--- src/rtl/semaforo_scheduler_if.sv ---
// ----------------------------------------------------------------------------
// semaforo_scheduler_if
//   Signal bundle between the intersection phase scheduler and its neighbours
//   (sensors in, lamp heads / buzzer / animation logic out).
//
//   NOCHE         night request from the photoresistor (asynchronous)
//   BOTON_NS      NS pedestrian push-button (asynchronous)
//   SEMAFORO_EO   EO lamp head {G,Y,R}
//   SEMAFORO_NS   NS lamp head {G,Y,R}
//   PASO_NS       pedestrian walk permitted
//   VELOCIDAD_NS  buzzer/animation speed code (00 off .. 11 fast)
//   FASE          current phase code
//   TICK          one-clock pulse per scheduler tick
//
//   master: the environment (drives sensors, observes lamps)
//   slave : the scheduler
// ----------------------------------------------------------------------------
interface semaforo_scheduler_if;
    logic       NOCHE;
    logic       BOTON_NS;
    logic [2:0] SEMAFORO_EO;
    logic [2:0] SEMAFORO_NS;
    logic       PASO_NS;
    logic [1:0] VELOCIDAD_NS;
    logic [3:0] FASE;
    logic       TICK;

    modport master (
        output NOCHE, BOTON_NS,
        input  SEMAFORO_EO, SEMAFORO_NS, PASO_NS, VELOCIDAD_NS, FASE, TICK
    );

    modport slave (
        input  NOCHE, BOTON_NS,
        output SEMAFORO_EO, SEMAFORO_NS, PASO_NS, VELOCIDAD_NS, FASE, TICK
    );
endinterface

--- src/rtl/semaforo_scheduler.sv ---
// ----------------------------------------------------------------------------
// semaforo_scheduler
//   Phase scheduler for a two-road (EO / NS) intersection with an NS
//   pedestrian crossing and a night flashing mode. A prescaler derives the
//   scheduler tick from CLK; the phase ring and its timer advance only on
//   ticks. All outputs are registered decodes of phase and timer.
//
//   CLK    system clock
//   RST_N  asynchronous active-low reset
//   bus    semaforo_scheduler_if.slave (sensors in, lamps/codes out)
// ----------------------------------------------------------------------------
module semaforo_scheduler #(
    parameter int TICK_DIV    = 50_000_000,
    parameter int T_VERDE     = 8,
    parameter int T_PARPADEO  = 4,
    parameter int T_AMARILLO  = 3,
    parameter int T_ROJO      = 1,
    parameter int T_MIN_VERDE = 4
) (
    input  logic                  CLK,
    input  logic                  RST_N,
    semaforo_scheduler_if.slave   bus
);

    typedef enum logic [3:0] {
        EO_VERDE    = 4'd0,
        EO_PARPADEO = 4'd1,
        EO_AMARILLO = 4'd2,
        ROJO_1      = 4'd3,
        NS_VERDE    = 4'd4,
        NS_PARPADEO = 4'd5,
        NS_AMARILLO = 4'd6,
        ROJO_2      = 4'd7,
        NOCHE_PARP  = 4'd8
    } fase_t;

    localparam int PW = (TICK_DIV > 2) ? $clog2(TICK_DIV) : 1;

    localparam logic [2:0] LAMP_G   = 3'b100;
    localparam logic [2:0] LAMP_Y   = 3'b010;
    localparam logic [2:0] LAMP_R   = 3'b001;
    localparam logic [2:0] LAMP_OFF = 3'b000;

    // ------------------------------------------------------------------
    // Tick prescaler. tick_reg is high in exactly the cycle where the
    // prescaler holds TICK_DIV-1, so it is registered yet cycle-aligned.
    // ------------------------------------------------------------------
    logic [PW-1:0] presc_reg, presc_next;
    logic          tick_reg;

    always_comb begin
        presc_next = presc_reg + 1'b1;
        if (presc_reg == PW'(TICK_DIV - 1))
            presc_next = '0;
    end

    // ------------------------------------------------------------------
    // Input synchronisers and button rising-edge detector.
    // ------------------------------------------------------------------
    logic [1:0] noche_sync_reg;
    logic [1:0] boton_sync_reg;
    logic       boton_prev_reg;
    logic       noche_s;
    logic       boton_edge;

    assign noche_s    = noche_sync_reg[1];
    assign boton_edge = boton_sync_reg[1] & ~boton_prev_reg;

    // ------------------------------------------------------------------
    // Phase state, tick timer and pedestrian call.
    // ------------------------------------------------------------------
    fase_t      state_reg, state_next;
    logic [4:0] tmr_reg, tmr_next;
    logic       pend_reg, pend_next;

    function automatic logic [4:0] dur(input fase_t s);
        case (s)
            EO_VERDE, NS_VERDE:       return 5'(T_VERDE);
            EO_PARPADEO, NS_PARPADEO: return 5'(T_PARPADEO);
            EO_AMARILLO, NS_AMARILLO: return 5'(T_AMARILLO);
            default:                  return 5'(T_ROJO);
        endcase
    endfunction

    function automatic fase_t ring_next(input fase_t s);
        case (s)
            EO_VERDE:    return EO_PARPADEO;
            EO_PARPADEO: return EO_AMARILLO;
            EO_AMARILLO: return ROJO_1;
            ROJO_1:      return NS_VERDE;
            NS_VERDE:    return NS_PARPADEO;
            NS_PARPADEO: return NS_AMARILLO;
            NS_AMARILLO: return ROJO_2;
            default:     return EO_VERDE;
        endcase
    endfunction

    always_comb begin
        state_next = state_reg;
        tmr_next   = tmr_reg;
        pend_next  = pend_reg;

        // A call is only meaningful while the walk signal is not already on.
        if (boton_edge && !(state_reg inside {EO_VERDE, EO_PARPADEO, NOCHE_PARP}))
            pend_next = 1'b1;

        case (state_reg)
            EO_VERDE, EO_PARPADEO, EO_AMARILLO, ROJO_1,
            NS_VERDE, NS_PARPADEO, NS_AMARILLO, ROJO_2: begin
                if (tick_reg) begin
                    if (state_reg == NS_VERDE && pend_reg &&
                        tmr_reg >= 5'(T_MIN_VERDE - 1)) begin
                        // Pedestrian waiting and minimum green served.
                        state_next = NS_PARPADEO;
                        tmr_next   = 5'd0;
                    end else if (tmr_reg == dur(state_reg) - 5'd1) begin
                        // Night is only entered from an all-red clearance.
                        if ((state_reg == ROJO_1 || state_reg == ROJO_2) && noche_s)
                            state_next = NOCHE_PARP;
                        else
                            state_next = ring_next(state_reg);
                        tmr_next = 5'd0;
                    end else begin
                        tmr_next = tmr_reg + 5'd1;
                    end
                end
            end
            NOCHE_PARP: begin
                if (tick_reg) begin
                    if (!noche_s) begin
                        state_next = ROJO_2;
                        tmr_next   = 5'd0;
                    end else begin
                        tmr_next = tmr_reg + 5'd1;   // free-runs, wraps 31->0
                    end
                end
            end
            default: begin
                state_next = ROJO_2;
                tmr_next   = 5'd0;
            end
        endcase

        // Entering EO green serves the call (and overrides a same-cycle
        // edge); night mode discards any call.
        if (state_next == NOCHE_PARP ||
            (state_next == EO_VERDE && state_reg != EO_VERDE))
            pend_next = 1'b0;
    end

    // ------------------------------------------------------------------
    // Output decode (registered one cycle behind state/timer).
    // ------------------------------------------------------------------
    logic [2:0] sem_eo_reg, sem_eo_next;
    logic [2:0] sem_ns_reg, sem_ns_next;
    logic       paso_reg, paso_next;
    logic [1:0] vel_reg, vel_next;
    logic [3:0] fase_reg;

    always_comb begin
        sem_eo_next = LAMP_R;
        sem_ns_next = LAMP_R;
        paso_next   = 1'b0;
        vel_next    = 2'b00;
        case (state_reg)
            EO_VERDE: begin
                sem_eo_next = LAMP_G;
                paso_next   = 1'b1;
                vel_next    = 2'b01;
            end
            EO_PARPADEO: begin
                sem_eo_next = tmr_reg[0] ? LAMP_OFF : LAMP_G;
                paso_next   = 1'b1;
                vel_next    = 2'b10;
            end
            EO_AMARILLO: begin
                sem_eo_next = LAMP_Y;
                vel_next    = 2'b11;
            end
            NS_VERDE:    sem_ns_next = LAMP_G;
            NS_PARPADEO: sem_ns_next = tmr_reg[0] ? LAMP_OFF : LAMP_G;
            NS_AMARILLO: sem_ns_next = LAMP_Y;
            NOCHE_PARP: begin
                sem_eo_next = tmr_reg[0] ? LAMP_OFF : LAMP_Y;
                sem_ns_next = tmr_reg[0] ? LAMP_R   : LAMP_OFF;
            end
            default: ;
        endcase
    end

    // ------------------------------------------------------------------
    // Registers
    // ------------------------------------------------------------------
    always_ff @(posedge CLK or negedge RST_N) begin
        if (!RST_N) begin
            presc_reg      <= '0;
            tick_reg       <= 1'b0;
            noche_sync_reg <= 2'b00;
            boton_sync_reg <= 2'b00;
            boton_prev_reg <= 1'b0;
            state_reg      <= ROJO_2;
            tmr_reg        <= 5'd0;
            pend_reg       <= 1'b0;
            sem_eo_reg     <= LAMP_R;
            sem_ns_reg     <= LAMP_R;
            paso_reg       <= 1'b0;
            vel_reg        <= 2'b00;
            fase_reg       <= 4'd7;
        end else begin
            presc_reg      <= presc_next;
            tick_reg       <= (presc_next == PW'(TICK_DIV - 1));
            noche_sync_reg <= {noche_sync_reg[0], bus.NOCHE};
            boton_sync_reg <= {boton_sync_reg[0], bus.BOTON_NS};
            boton_prev_reg <= boton_sync_reg[1];
            state_reg      <= state_next;
            tmr_reg        <= tmr_next;
            pend_reg       <= pend_next;
            sem_eo_reg     <= sem_eo_next;
            sem_ns_reg     <= sem_ns_next;
            paso_reg       <= paso_next;
            vel_reg        <= vel_next;
            fase_reg       <= state_reg;
        end
    end

    assign bus.SEMAFORO_EO  = sem_eo_reg;
    assign bus.SEMAFORO_NS  = sem_ns_reg;
    assign bus.PASO_NS      = paso_reg;
    assign bus.VELOCIDAD_NS = vel_reg;
    assign bus.FASE         = fase_reg;
    assign bus.TICK         = tick_reg;

endmodule

--- src/flat_wrapper.sv ---
// flat-port wrapper written by rule: the top's interface ports become plain ports
module semaforo_scheduler_flat 
#(
    parameter int TICK_DIV    = 50_000_000,
    parameter int T_VERDE     = 8,
    parameter int T_PARPADEO  = 4,
    parameter int T_AMARILLO  = 3,
    parameter int T_ROJO      = 1,
    parameter int T_MIN_VERDE = 4
)
  (CLK, RST_N, bus_NOCHE, bus_BOTON_NS, bus_SEMAFORO_EO, bus_SEMAFORO_NS, bus_PASO_NS, bus_VELOCIDAD_NS, bus_FASE, bus_TICK);
  semaforo_scheduler_if bus_i ();
  input  logic CLK;
  input  logic RST_N;
  input wire logic [$bits(bus_i.NOCHE)-1:0] bus_NOCHE;
  input wire logic [$bits(bus_i.BOTON_NS)-1:0] bus_BOTON_NS;
  output wire logic [$bits(bus_i.SEMAFORO_EO)-1:0] bus_SEMAFORO_EO;
  output wire logic [$bits(bus_i.SEMAFORO_NS)-1:0] bus_SEMAFORO_NS;
  output wire logic [$bits(bus_i.PASO_NS)-1:0] bus_PASO_NS;
  output wire logic [$bits(bus_i.VELOCIDAD_NS)-1:0] bus_VELOCIDAD_NS;
  output wire logic [$bits(bus_i.FASE)-1:0] bus_FASE;
  output wire logic [$bits(bus_i.TICK)-1:0] bus_TICK;
  assign bus_i.NOCHE = bus_NOCHE;
  assign bus_i.BOTON_NS = bus_BOTON_NS;
  assign bus_SEMAFORO_EO = bus_i.SEMAFORO_EO;
  assign bus_SEMAFORO_NS = bus_i.SEMAFORO_NS;
  assign bus_PASO_NS = bus_i.PASO_NS;
  assign bus_VELOCIDAD_NS = bus_i.VELOCIDAD_NS;
  assign bus_FASE = bus_i.FASE;
  assign bus_TICK = bus_i.TICK;
  semaforo_scheduler #(.TICK_DIV(TICK_DIV), .T_VERDE(T_VERDE), .T_PARPADEO(T_PARPADEO), .T_AMARILLO(T_AMARILLO), .T_ROJO(T_ROJO), .T_MIN_VERDE(T_MIN_VERDE)) u_core (.CLK(CLK), .RST_N(RST_N), .bus(bus_i));
endmodule
--- config.mk ---
export PLATFORM = sky130hd
export DESIGN_NAME = semaforo_scheduler_flat
export DESIGN_NICKNAME = d
export VERILOG_FILES = /design/src/rtl/semaforo_scheduler_if.sv /design/src/rtl/semaforo_scheduler.sv /design/src/flat_wrapper.sv
export SDC_FILE = /design/constraint.sdc
export NUM_CORES = 1
export LEC_CHECK = 0
export ABC_AREA = 1
export BUFFER_PORTS_ARGS = -buffer_cell sky130_fd_sc_hd__buf_2
export CELL_PAD_IN_SITES_DETAIL_PLACEMENT = 0
export CELL_PAD_IN_SITES_GLOBAL_PLACEMENT = 1
export CORE_MARGIN = 4
export CORE_UTILIZATION = 45
export DETAILED_ROUTE_END_ITERATION = 6
export PLACE_DENSITY = 0.77
export SLEW_MARGIN = 30
export SYNTH_ARGS = -nofsm -noshare
export SYNTH_HDL_FRONTEND = slang
export SYNTH_SLANG_ARGS = --single-unit
--- constraint.sdc ---
create_clock -name CLK -period 2.2 [get_ports CLK]
set_clock_uncertainty 0.1 [all_clocks]
set_input_delay 0.44 -clock CLK [delete_from_list [all_inputs] [get_ports CLK]]
set_output_delay 0.44 -clock CLK [all_outputs]
set_load 0.1 [all_outputs]
==> flow_summary.rst, run 1 <==
.. list-table::
   :header-rows: 1

   * - Metric
     - Value
   * - Outcome
     - finished clean
   * - Number of max-cap violations
     - 0
   * - Number of clock sinks seen by CTS
     - 55
   * - Inserted Clock Buffers
     - 5
   * - # setup viols final
     - 0
   * - Gate count after technology mapping
     - 401
   * - Net count of the finished layout
     - 433
   * - Cell Count Post-Placement
     - 497
   * - Cell class contributing the biggest share of worst-path delay
     - simple AND/OR/NAND/NOR gates
   * - Antenna diode count
     - 0
   * - Proportion of layout cells with a drive suffix above 1
     - 14.7%
   * - Hold bufs inserted after CTS
     - 0
   * - Startpoint class of the critical path
     - register
   * - Worst path max stage delay
     - 390 ps
   * - Depth of the CTS H-tree
     - 2
   * - Top FF cell, synth
     - dfrtp_1
   * - Tot GR Track Use
     - 17.8%
   * - Post-synthesis instance area
     - 3020 um2
   * - Count of port buffers added during placement
     - 17
   * - Cell area after placement
     - 3220 um2
   * - Worst-skew pair later-pin latency
     - 320 ps
   * - Pre-CTS worst setup slack
     - 177 ps
   * - Clock edge transition at the registers on the reported setup and hold paths
     - 100 ps
   * - Antenna violations before repair
     - 0
   * - Number of flip-flops in the largest register
     - 26
   * - Setup repair after global routing missed its margin
     - false
   * - Dpl hpwl
     - 5350 um
   * - DRC Markers
     - 0
   * - Core occupancy in the finished layout
     - 51.6%
   * - Post-route insts no fill
     - 505
   * - Initial standard-cell utilization of the core
     - 47.0%
   * - Area growth from synthesis to final layout
     - 9.87%
   * - Total power density per cell area
     - 490 nW/um2
   * - Req. time, crit path
     - 2350 ps
   * - Floorplan core area
     - 6420 um2
   * - Post-synthesis net count
     - 407
   * - Count of buffering cells on the critical path with inverters included
     - 2
   * - Routed wirelength normalized by instance count
     - 13.6 um
   * - Floorplan die width
     - 89.9 um
   * - Cell chain of the critical path
     - ha_1 -> nand3_2 -> inv_1 -> nand2_1 -> nor2_1 -> nand2_1 -> buf_4 -> nand3_1 -> nor2_1 -> nand4_1 -> nor2_1
   * - Post-route fraction of the period consumed by the critical path
     - 91.1%
   * - #FFs+latches synth
     - 55
   * - Cell accounting for the most synthesized area
     - dfrtp_1
   * - Remaining max-slew budget at the tightest pin
     - 57.2%
   * - Maximum clock rate
     - 0.499 GHz
   * - Number of enable-type register cells in the synthesized netlist
     - 0
   * - Buffers inserted during post-CTS setup optimization
     - 0
   * - Non-Filler Cell Area, Final
     - 3310 um2
   * - Arrival time of the worst setup path
     - 2160 ps
   * - Clock tree from TritonCTS
     - done
   * - Async set-or-reset flop fraction in the synthesized netlist
     - 100%
   * - Top cells by area in the synthesized netlist
     - dfrtp_1, nand2_1, inv_1
   * - Worst-case register-to-register setup slack
     - 200 ps
   * - Setup TNS after final layout
     - 0 ps
   * - Detailed-router iteration count before antenna repair
     - 4
   * - Maximum ir drop on the vdd rail
     - 351 uV
   * - Vias in the first global route
     - 2349
   * - FP Rows
     - 29
   * - First-pass GRT wire length
     - 11500 um
   * - Routed wire length
     - 6860 um
   * - Slew Viols, Final
     - 0
   * - Final critical-path required period
     - 2000 ps
   * - Last weighted congestion value of the routability-driven placer
     - 0.837
   * - Total via count after detailed routing
     - 2509
   * - Yosys synthesis warning count
     - 0
   * - Synthesized area per cell
     - 7.52 um2
   * - Worst Hold Margin
     - 2.25 ps
   * - Crit path max-delay cell type
     - dfrtp_1
   * - Min-delay worst type
     - in2async
   * - Number of buffers on the longest clock path
     - 2
   * - Final global-route overflow total
     - 0
   * - Measured slew at the worst slew-check pin
     - 635 ps
   * - P_leak
     - 1.72 nW
   * - Boundary Pins
     - 18
   * - Via density per instance
     - 4.97
   * - Hold violation count in the final report
     - 0
   * - Root cell of the clock tree
     - clkbuf_8
   * - Area share of the largest cell type after synthesis
     - 39.0%
   * - Final Worst Setup Slack
     - 197 ps
   * - Maximum number of pins on one net before global-route repair
     - 56
   * - Most repeated library cell on the critical path
     - nor2_1
   * - Count of cell types in the netlist
     - 31
   * - Vertical die dimension
     - 89.9 um
   * - Worst Setup Path Type
     - reg2reg
   * - Die area
     - 8080 um2
   * - Post-detailed-route count of antenna-violating nets
     - 0
   * - Crit path capture type
     - register
   * - Overall Power
     - 1.62 mW
   * - Number of violations reported at the end of detailed-routing iteration 0
     - 244
   * - Maximum fanout count along the critical path
     - 8
   * - Sequential fraction of the synthesis area
     - 46.0%
==> power breakdown <==
group          switching, mW  leakage (nW)  internal (mW)
Combinational         0.0209         0.971        0.00630
Clock                  0.351        0.0485          0.229
Sequential           0.00145         0.698           1.02
==> repair_timing <==
action	CTS	global route
setup endpoints to repair	0	1
gates resized for setup	0	1
hold endpoints to repair	0	0
==> metal layers <==
| layer | up-vias | GRT usage [%] | part of all wire (%) |
|---|---|---|---|
| li1 | 1303 | - | - |
| met1 | 1134 | 28.0 | 53 |
| met2 | 66 | 25.4 | 41 |
| met3 | 6 | 2.42 | 5.8 |
| met4 | 0 | 4.72 | 0.92 |
| met5 | - | 0 | 0 |
==> area by class of cell <==
type,instances,area (um2)
inverters,64,240
multi-input cells,278,1360
flip-flops and latches,55,1390
clock inverters,3,22.5
well taps,77,96.3
repair buffers,23,143
fillers,626,3110
clock buffers,5,68.8
==> cells in the final DEF, fill, tap and decap left out, types with 4 or more instances in the layout <==
cell type / count
clkbuf_8: 5
buf_2: 17
nor2_2: 5
dfstp_2: 8
nor2_4: 5
a21oi_1: 7
nand2_1: 104
xor2_1: 8
nand3b_1: 4
nor2_1: 59
buf_4: 5
nand3_1: 44
inv_1: 62
o21ai_0: 12
nand2_2: 4
dfrtp_1: 47
nand4_1: 5
==> final timing paths <==
check / depth (start not counted) / start / end
worst max-delay path: 11 / u_core.presc_reg[0] / u_core.bus.TICK
worst min-delay path: 2 / RST_N / u_core.presc_reg[18]
max in group asynchronous: 2 / RST_N / u_core.state_reg[0]
min in group CLK: 1 / bus_BOTON_NS / u_core.boton_sync_reg[0]
worst min register to register: 0 / u_core.noche_sync_reg[0] / u_core.noche_sync_reg[1]
worst max register to register: 11 / u_core.presc_reg[0] / u_core.bus.TICK
==> synthesized netlist by cell type (4+ instances only) <==
cell type,n
a21oi_1,7
dfrtp_1,47
dfstp_2,8
inv_1,63
nand2_1,104
nand2_2,4
nand3_1,44
nand3b_1,4
nand4_1,5
nor2_1,59
nor2_2,5
nor2_4,5
o21ai_0,12
xor2_1,8
==> logic make-up (layout without fill, tap and decap cells) <==
family	Yosys count	count (layout)	share of synthesized area (%)
XOR/XNOR	9	9	2.86
adder cells (fa/ha/maj)	2	2	0.829
flip-flops	55	55	46.0
AND/OR/NAND/NOR	239	239	36.0
buffers and inverters	68	95	9.04
AO/OA/AOI/OAI	28	28	5.35
No activity file was read; power rests on OpenSTA's default activity.
==> run 2: changes to the inputs <==
--- a/config.mk
+++ b/config.mk
@@ -12,7 +12,8 @@
 export CORE_MARGIN = 4
 export CORE_UTILIZATION = 45
 export DETAILED_ROUTE_END_ITERATION = 6
-export PLACE_DENSITY = 0.77
+export PLACE_DENSITY_LB_ADDON = 0.1
+export SETUP_SLACK_MARGIN = 0.3
 export SLEW_MARGIN = 30
 export SYNTH_ARGS = -nofsm -noshare
 export SYNTH_HDL_FRONTEND = slang
==> flow_summary.rst, run 2 (same netlist as run 1, synthesis figures left out) <==
.. list-table::
   :header-rows: 1

   * - Metric
     - Value
   * - Outcome
     - finished clean (unchanged)
   * - Hold violation count in the final report
     - 0 (unchanged)
   * - Final critical-path required period
     - 1870 ps (was 2000 ps)
   * - Startpoint class of the critical path
     - register (unchanged)
   * - Post-route insts no fill
     - 514 (was 505)
   * - Number of clock sinks seen by CTS
     - 55 (unchanged)
   * - Combinational share of power
     - 1.8% (was 1.7%)
   * - Root cell of the clock tree
     - clkbuf_8 (unchanged)
   * - Floorplan core area
     - 6420 um2 (unchanged)
   * - Clock edge transition at the registers on the reported setup and hold paths
     - 100 ps (about the same)
   * - Crit path capture type
     - register (unchanged)
   * - Tot GR Track Use
     - 18.5% (was 17.8%)
   * - Multi-input gate area
     - 1460 um2 (was 1360 um2)
   * - Setup TNS after final layout
     - 0 ps (unchanged)
   * - Vertical die dimension
     - 89.9 um (unchanged)
   * - Post-route fraction of the period consumed by the critical path
     - 85.1% (was 91.1%)
   * - Floorplan die width
     - 89.9 um (unchanged)
   * - Depth of the CTS H-tree
     - 2 (unchanged)
   * - DRC Markers
     - 0 (unchanged)
   * - Measured slew at the worst slew-check pin
     - 541 ps (was 635 ps)
   * - Number of violations reported at the end of detailed-routing iteration 0
     - 216 (was 244)
   * - Remaining max-slew budget at the tightest pin
     - 63.6% (was 57.2%)
   * - Final Worst Setup Slack
     - 328 ps (was 197 ps)
   * - FP Rows
     - 29 (unchanged)
   * - Antenna violations before repair
     - 0 (unchanged)
   * - Worst Hold Margin
     - 125 ps (was 2.25 ps)
   * - Count of port buffers added during placement
     - 17 (unchanged)
   * - Number of filler instances in the final layout
     - 640 (was 626)
   * - Number of max-cap violations
     - 0 (unchanged)
   * - Routed wirelength normalized by instance count
     - 14.0 um (was 13.6 um)
   * - Post-detailed-route count of antenna-violating nets
     - 0 (unchanged)
   * - Pre-CTS worst setup slack
     - 269 ps (was 177 ps)
   * - Arrival time of the worst setup path
     - 2020 ps (was 2160 ps)
   * - Core occupancy in the finished layout
     - 54.2% (was 51.6%)
   * - Clock tree from TritonCTS
     - done (unchanged)
   * - Overall Power
     - 1.62 mW (about the same)
   * - Slew Viols, Final
     - 0 (unchanged)
   * - Commonest non-fill, non-tap cell in the layout
     - nand2_1 (unchanged)
   * - Sequential power share
     - 62.7% (was 62.6%)
   * - # setup viols final
     - 0 (unchanged)
   * - Number of buffers on the longest clock path
     - 2 (unchanged)
   * - Detailed-router iteration count before antenna repair
     - 4 (unchanged)
   * - Switching power summed over all nets
     - 0.370 mW (was 0.373 mW)
   * - Number of flip-flops in the largest register
     - 26 (unchanged)
   * - Last weighted congestion value of the routability-driven placer
     - 0.869 (was 0.837)
   * - Total power density per cell area
     - 466 nW/um2 (was 490 nW/um2)
   * - Non-Filler Cell Area, Final
     - 3480 um2 (was 3310 um2)
   * - Maximum clock rate
     - 0.534 GHz (was 0.499 GHz)
   * - Antenna diode count
     - 0 (unchanged)
   * - Die area
     - 8080 um2 (unchanged)
   * - Clock power share
     - 35.5% (was 35.7%)
   * - Cell Count Post-Placement
     - 497 (unchanged)
   * - Worst-skew pair later-pin latency
     - 310 ps (was 320 ps)
   * - Setup repair after global routing missed its margin
     - true (was false)
   * - Boundary Pins
     - 18 (unchanged)
   * - Total via count after detailed routing
     - 2580 (was 2509)
   * - Leading cell types in the layout, fill and taps excluded
     - nand2_1, inv_1, nor2_1, nand3_1, dfrtp_1 (was nand2_1, inv_1, nor2_1, dfrtp_1, nand3_1)
   * - Worst Setup Path Type
     - reg2reg (unchanged)
   * - First-pass GRT wire length
     - 12100 um (was 11500 um)
   * - Proportion of total power due to net switching
     - 22.8% (was 23.0%)
   * - Via density per instance
     - 5.02 (was 4.97)
   * - Maximum fanout count along the critical path
     - 8 (unchanged)
   * - Initial standard-cell utilization of the core
     - 47.0% (unchanged)
   * - Routed wire length
     - 7200 um (was 6860 um)
   * - Dpl hpwl
     - 5460 um (was 5350 um)
   * - Maximum ir drop on the vdd rail
     - 331 uV (was 351 uV)
   * - Proportion of layout cells with a drive suffix above 1
     - 20.6% (was 14.7%)
   * - Net count of the finished layout
     - 442 (was 433)
   * - Vias in the first global route
     - 2416 (was 2349)
   * - P_leak
     - 1.78 nW (was 1.72 nW)
   * - Min-delay worst type
     - in2reg (was in2async)
   * - Maximum number of pins on one net before global-route repair
     - 25 (was 56)
   * - Register Area
     - 1390 um2 (about the same)
   * - Power Internal
     - 1.25 mW (about the same)
   * - Area growth from synthesis to final layout
     - 15.4% (was 9.87%)
   * - Req. time, crit path
     - 2350 ps (about the same)
   * - Cell area after placement
     - 3210 um2 (was 3220 um2)
   * - Final global-route overflow total
     - 0 (unchanged)
   * - Inserted Clock Buffers
     - 5 (unchanged)
[run 2: cell types whose count changed in the layout (fill, tap and decap cells not counted), moves of 3 or more]
cell,previous run,this run
nand2_2,4,7
nor2_2,5,8
dfrtp_1,47,43
dfrtp_2,0,4
nor2_1,59,52
buf_4,5,12
nand2_1,104,101
nor2_4,5,9
[run 2: power by group through the flow]
stage / sequential [mW] / combinational, mW / clock (mW)
after global placement: 1.04 / 0.0289 / 0
after floorplan: 1.04 / 0.00138 / 0
after global routing: 1.02 / 0.0350 / 0.638
after detailed placement: 1.04 / 0.0297 / 0
final: 1.02 / 0.0295 / 0.576
after CTS: 1.02 / 0.0310 / 0.602
[run 2: area by class of cell]
class	count	area share, %
multi-input combinational	278	42.0
sequential	55	40.0
inverter	64	6.90
timing repair buffer	32	5.79
tap	77	2.77
clock buffer	5	1.98
clock inverter	3	0.647
[run 2: path summary, 6_finish.rpt]
check,startpoint,endpoint,slack (ps),cells past startpoint
max,u_core.presc_reg[1],u_core.bus.TICK,330,10
max in group asynchronous,RST_N,u_core.tmr_reg[0],1000,4
max reg2reg,u_core.presc_reg[1],u_core.bus.TICK,330,10
min reg2reg,u_core.boton_sync_reg[0],u_core.boton_sync_reg[1],260,0
min,bus_NOCHE,u_core.noche_sync_reg[0],130,1
min in group asynchronous,RST_N,u_core.presc_reg[14],520,3
[run 2: timing repair]
item / 4_1_cts / 5_1_grt
hold buffers: 1 / 0
endpoints found under the setup margin: 7 / 9
resized for setup: 3 / 27
gates cloned: 1 / 0
pin swaps: 0 / 4
buffers inserted: 2 / 5
hold endpoints to repair: 13 / 0
[run 2: metal layers]
metal	track usage (%)	part of all wire, %	wire, um	vias to the layer above
li1	-	-	-	1319
met1	29.4	51	3680	1175
met2	26.1	41	2920	80
met3	3.42	7.3	525	6
met4	3.83	0.96	69	0
met5	0	0	0	-
[run 2: critical path: stages, from the launching register on]
cell and delay (ps):
dfrtp_1 400, ha_4 170, nand3_4 100, nor2_4 260, nand3_1 150, xor2_1 170
nor2_2 100, nand2_1 80, nor2_2 110, nand3_1 90, nor2_1 80
